==> src/rtl/hilo_unit.sv <==
`default_nettype none
// ============================================================================
// Module      : hilo_unit
// Description : HI/LO write pipeline (M and W slots), architectural HI/LO
//               registers and per-half forwarding to the EX-stage multiplier.
// Revision    : 1.0 - initial release
// ============================================================================
module hilo_unit (
    input  logic        clk,
    input  logic        rst,
    input  logic        stall,
    input  logic        flush,
    input  logic [1:0]  ex_we,
    input  logic [31:0] ex_hi,
    input  logic [31:0] ex_lo,
    output logic [31:0] hi_fwd,
    output logic [31:0] lo_fwd,
    output logic [31:0] arch_hi,
    output logic [31:0] arch_lo,
    output logic        pending
);

    localparam logic [1:0]  C_WE_NONE = 2'b00;
    localparam logic [31:0] C_ZERO    = 32'h0000_0000;
    localparam int          C_HI      = 1;
    localparam int          C_LO      = 0;

    logic [1:0]  r_m_we;
    logic [31:0] r_m_hi;
    logic [31:0] r_m_lo;
    logic [1:0]  r_w_we;
    logic [31:0] r_w_hi;
    logic [31:0] r_w_lo;
    logic [31:0] r_arch_hi;
    logic [31:0] r_arch_lo;

    always_ff @(posedge clk) begin
        if (!rst) begin
            r_m_we    <= C_WE_NONE;
            r_m_hi    <= C_ZERO;
            r_m_lo    <= C_ZERO;
            r_w_we    <= C_WE_NONE;
            r_w_hi    <= C_ZERO;
            r_w_lo    <= C_ZERO;
            r_arch_hi <= C_ZERO;
            r_arch_lo <= C_ZERO;
        end else begin
            if (r_w_we[C_HI]) r_arch_hi <= r_w_hi;
            if (r_w_we[C_LO]) r_arch_lo <= r_w_lo;

            // The instruction leaving M is past the exception point, so a
            // flush does not stop it from advancing into W.
            if (!stall) begin
                r_w_we <= r_m_we;
                r_w_hi <= r_m_hi;
                r_w_lo <= r_m_lo;
            end else begin
                r_w_we <= C_WE_NONE;
            end

            if (flush) begin
                r_m_we <= C_WE_NONE;
            end else if (!stall) begin
                r_m_we <= ex_we;
                r_m_hi <= ex_hi;
                r_m_lo <= ex_lo;
            end
        end
    end

    // Newest enabled copy wins, chosen independently per half; EX inputs are
    // deliberately excluded to keep the multiplier path free of loops.
    assign hi_fwd  = r_m_we[C_HI] ? r_m_hi : (r_w_we[C_HI] ? r_w_hi : r_arch_hi);
    assign lo_fwd  = r_m_we[C_LO] ? r_m_lo : (r_w_we[C_LO] ? r_w_lo : r_arch_lo);
    assign arch_hi = r_arch_hi;
    assign arch_lo = r_arch_lo;
    assign pending = (|r_m_we) | (|r_w_we);

endmodule
`default_nettype wire

==> config.mk <==
export PLATFORM = sky130hd
export DESIGN_NAME = hilo_unit
export DESIGN_NICKNAME = d
export VERILOG_FILES = /design/src/rtl/hilo_unit.sv
export SDC_FILE = /design/constraint.sdc
export NUM_CORES = 1
export LEC_CHECK = 0
export BUFFER_PORTS_ARGS = -buffer_cell sky130_fd_sc_hd__buf_2
export CORE_ASPECT_RATIO = 0.8
export CORE_MARGIN = 4
export CORE_UTILIZATION = 55
export CTS_BUF_LIST = sky130_fd_sc_hd__clkbuf_8 sky130_fd_sc_hd__clkbuf_16
export CTS_CLUSTER_DIAMETER = 80
export CTS_CLUSTER_SIZE = 8
export DETAILED_ROUTE_END_ITERATION = 16
export PLACE_DENSITY_LB_ADDON = 0.25
export SYNTH_ARGS = -nofsm -noshare
export SYNTH_HDL_FRONTEND = slang
export SYNTH_SLANG_ARGS = --single-unit
==> constraint.sdc <==
create_clock -name clk -period 2.1 [get_ports clk]
set_input_delay 0.42 -clock clk [delete_from_list [all_inputs] [get_ports clk]]
set_output_delay 0.42 -clock clk [all_outputs]
set_load 0.01 [all_outputs]
# --- After elaboration in Yosys (flattened, before gate mapping) ---
# Index checks and enable logic that the tools add are counted.
totals:
  reg_bits: 196
  latch_bits: 0
  ram_bits: 0
  rom_bits: 0
  inputBits: 70
  output_inout_bits: 129
  wordCells: 21
  memories: 0
op_classes:
  addsub: 0
  n_mul: 0
  n_div: 0
  order_cmp: 0
  eq_ne: 0
  n_shift: 0
  n_mux: 4
  bitwise: 4
  n_reduce_logical: 5
op_table:
  columns: ["operator", "count"]
  rows:
  - ["32-bit 2-to-1 mux", 4]
  - ["2-bit OR reduction", 4]
  - ["1-bit NOT", 3]
  - ["2-bit AND reduction", 1]
  - ["1-bit OR", 1]

# --- Depth between registers and ports, before layout ---
logic_depth:
  depth_word: 2
  mapped_depth: 5
  ltp_nobuf: 2

# --- Least setup slack after synthesis ---
# OpenSTA, ideal clock, no wires.
synth_path:
  path_kind: "reg2out"
  start: "register r_w_we[1]"
  end: "output hi_fwd[10]"
  arrival_time_ns: 1.213
  t_required_ns: 1.680
  setup_slack_ns: 0.467
  path_stages_with_launch: 5
  n_path_buf: 2
  path_cell_list: "dfxtp_1 buf_2 buf_6 mux2_4 mux2_2"
synth_between:
  elab_chain_len: 2
synth_lines:
  columns: ["item", "line_no", "text"]
  rows:
  - ["from (decl)", "31", "logic [1:0] r_w_we;"]
  - ["from (signal assigned)", "54", "r_w_we <= r_m_we;"]
  - ["32-bit 2-to-1 mux", null, null]
  - ["32-bit 2-to-1 mux", "73", "assign hi_fwd = r_m_we[C_HI] ? r_m_hi : (r_w_we[C_HI] ? r_w_hi : r_arch_hi);"]
  - ["to (decl)", "16", "output logic [31:0] hi_fwd,"]
# No other way between the ends.

# --- Worst setup path after layout ---
layout_path:
  start: "register r_w_we[1]"
  end: "output hi_fwd[21]"
# Same word-level chain as after synthesis.

==> summary.md <==
| Metric | Value |
|---|---|
| Fin nets | 1040 |
| Worst EP arrival | 1.77 ns |
| WL/cell | 17.6 µm |
| RSZ-0062 raised after global routing | yes |
| Total CTS buffers | 17 |
| P per Cell Area | 699 nW/µm² |
| Mean Syn Cell Area | 10.9 µm² |
| Worst setup path class | reg2out |
| Reg power frac | 50.0% |
| Initial antenna violation count | 1 |
| Die width | 148 µm |
| Switching Fraction | 23.2% |
| Pre-antenna DRT Iters | 4 |
| Combinational share of power | 7.0% |
| Area Overhead vs Synth | 29.2% |
| Fraction of layout cells with a size suffix above 1 | 40.5% |
| Crit share post-route | 104% |
| Post-route minimum period | 2.19 ns |
| Placed Cells | 1145 |
| Antenna Nets Post-Route | 0 |
| Via density | 5.31 |
| Gpl congestion | 0.758 |
| Endpoint, Worst Hold | r_m_we[0]$_SDFFE_PP0N_ |
| Via count | 6341 |
| WP data required | 1.68 ns |
| GRT Util Overall | 22.7% |
| Pin count of the biggest net entering global routing | 130 |
| Failing checks | setup timing |
| Fmax | 0.457 GHz |
| Maxcap violations | 0 |
| #FFs+latches synth | 196 |
| Hold Slack | 0.246 ns |
| DR DRC count | 0 |
| Commonest non-fill, non-tap cell in the layout | dfxtp_1 |
| Setup ws final | -0.0873 ns |
| Clock share of power | 43.0% |
| Number of cell rows | 40 |
| Chip Height | 120 µm |
| Worst Tran Pin Value | 0.624 ns |
| DP Worst Slack | 0.220 ns |
| Vias in the first global route | 6331 |
| Most frequent cells in the layout | dfxtp_1 (192), buf_2 (136), mux2_4 (102) |
| Root Buffer | clkbuf_16 |
| Fin. Hold Viols | 0 |
| Clock Pin Slew Worst Setup and Hold Paths | 0.06 ns |
| Reg2reg path depth | 4 |
| Seq. cell area | 3930 µm² |
| Peak VDD IR | 0.487 mV |
| I/O pins | 199 |
| Worst R2R Start | r_w_we[1]$_SDFF_PP0_ |
| Die Area | 17700 µm² |
| Crit end category | primary output |
| Psw | 1.79 mW |
| Synth unique cells | 19 |
| Fillcell total | 1043 |
| Grt total ovfl | 0 |
| CP Cell Sequence | clkbuf_16 > mux2_4 > mux2_2 > buf_6 |
| CP Buf/Inv Count | 2 |
| Max incr delay on CP | 0.45 ns |
| Cells after synthesis | 789 |
| First-pass GRT wire length | 32500 µm |
| Post-DP HPWL | 12400 µm |
| Slowest CP cell | dfxtp_4 |
| Clock skew | 0.0125 ns |
| Sequential share of the synthesized area | 45.8% |
| Multi-input gate area | 4360 µm² |
| Delay-heaviest family, CP | multiplexers |
| PortBufs | 198 |
| Area after DPL | 9730 µm² |
| CTS tree | done |
| Initial drt markers | 348 |
| Hold_sp | ex_we[0] |
| Final Max Slew Viols | 0 |
| Reg2Reg Setup Slack | 0.78 ns |
| Final Instance Area | 11100 µm² |
| # clock sinks | 196 |
| Startpoint Class | register |
| Net count after synthesis | 859 |
| Maximum fanout along the worst path | 7 |
| Mapped Area | 8570 µm² |
| RR Endpoint | arch_hi[17]$_SDFF_PN0_ |
| Placeable Area | 15200 µm² |
| Final setup viols | 64 |
| Starting Density | 56.5% |
| Final Routed Wirelength | 21000 µm |
| Hold Path Class | in2reg |
| H-tree depth | 4 |
| Run status | finished, violations left |
| Later-pin clock latency in the skew report | 0.43 ns |
| Min-Delay Path Depth | 3 |
| Normalized max-slew margin | 58.4% |
| Internal power | 5.95 mW |
| YS warnings | 0 |
| Leak Pwr | 4.94 nW |
| Clk buf depth | 2 |
| Fin cells | 1194 |
| Power Total | 7.74 mW |
==> per-layer routing <==
metal / up-vias / GRT usage, % / routed length, µm
met4: 2 / 7.10 / 317
met3: 29 / 5.66 / 1100
met1: 3040 / 30.2 / 9710
met5: - / 0 / 7
li1: 3115 / - / -
met2: 155 / 36.3 / 9820
==> power by group through the flow <==
stage / clock [mW] / sequential, mW / combinational [mW]
finish: 3.33 / 3.87 / 0.541
global route: 3.53 / 3.88 / 0.591
CTS: 3.38 / 3.86 / 0.520
detailed placement: 0 / 3.95 / 0.498
global placement: 0 / 3.95 / 0.492
floorplan: 0 / 3.92 / 0.354
==> worst reg2reg max path, cell delays in order (launching register included) <==
cell       delay, ns
dfxtp_4         0.45
clkbuf_16       0.20
mux2_4          0.30
buf_4           0.13
and2_1          0.15
==> how the worst max path moves through the flow <==
stage	end	cells past startpoint	slack (ns)	from
final	hi_fwd[21]	4	-0.09	r_w_we[1]$_SDFF_PP0_
after CTS	hi_fwd[22]	4	-0.09	r_w_we[1]$_SDFF_PP0_
after floorplan	hi_fwd[10]	4	0.47	r_w_we[1]$_SDFF_PP0_
after global placement	hi_fwd[29]	4	0.24	r_w_we[1]$_SDFF_PP0_
after detailed placement	hi_fwd[0]	4	0.22	r_w_we[1]$_SDFF_PP0_
after global routing	hi_fwd[21]	4	-0.15	r_w_we[1]$_SDFF_PP0_
==> flip-flops by register name, indices dropped and copies added (netlist names) <==
register,flops
arch_lo,32
r_m_lo,32
arch_hi,32
r_m_hi,32
r_w_lo,32
r_m_we,2
r_w_hi,32
r_w_we,2
==> cell families after synthesis <==
| family | Yosys count | share of synthesized area (%) |
|---|---|---|
| simple gates | 198 | 14.4 |
| buf+inv | 73 | 5.21 |
| compound gates | 128 | 7.48 |
| mux | 194 | 27.1 |
| flops | 196 | 45.8 |
==> layout make-up <==
| class | instances | share of cell area (%) |
|---|---|---|
| multi-input cells | 520 | 39.4 |
| flip-flops and latches | 196 | 35.5 |
| repair buffers | 234 | 17.2 |
| clock buffers | 17 | 3.84 |
| well taps | 210 | 2.37 |
| clock inverters | 15 | 1.62 |
| inverters | 1 | 0.0565 |
| diodes | 1 | 0.0226 |
==> through the flow <==
stage | utilization [%] | TNS, ns
2_1_floorplan | - | 0
3_3_place_gp | 64.2 | 0
3_5_place_dp | 64.2 | 0
4_1_cts | 71.5 | -3.50
5_1_grt | 73.0 | -7.20
6_report | 73.0 | -3.23
==> timing repair <==
item / 4_1_cts / 5_1_grt
gates resized for setup: 90 / 20
hold buffers: 0 / 0
setup buffers: 3 / 10
cloned: 0 / 3
endpoints found under the hold margin: 0 / 0
endpoints found under the setup margin: 64 / 65
==> synthesized netlist by cell type <==
library cell	n	share of area (%)
dfxtp_1	196	46
mux2i_1	66	7.7
nor2_1	66	2.9
a21oi_1	64	3.7
and2_1	64	4.7
mux2_2	64	8.4
or3b_1	64	6.5
o21ai_0	60	3.5
mux2_4	58	10
clkbuf_1	42	1.8
buf_6	20	2.6
buf_2	9	0.53
mux2_1	6	0.79
o21ai_1	4	0.23
nor3b_1	2	0.18
buf_8	1	0.18
inv_1	1	0.044
nand2b_1	1	0.073
or4_1	1	0.088
Power figures use the tool's default switching activity.
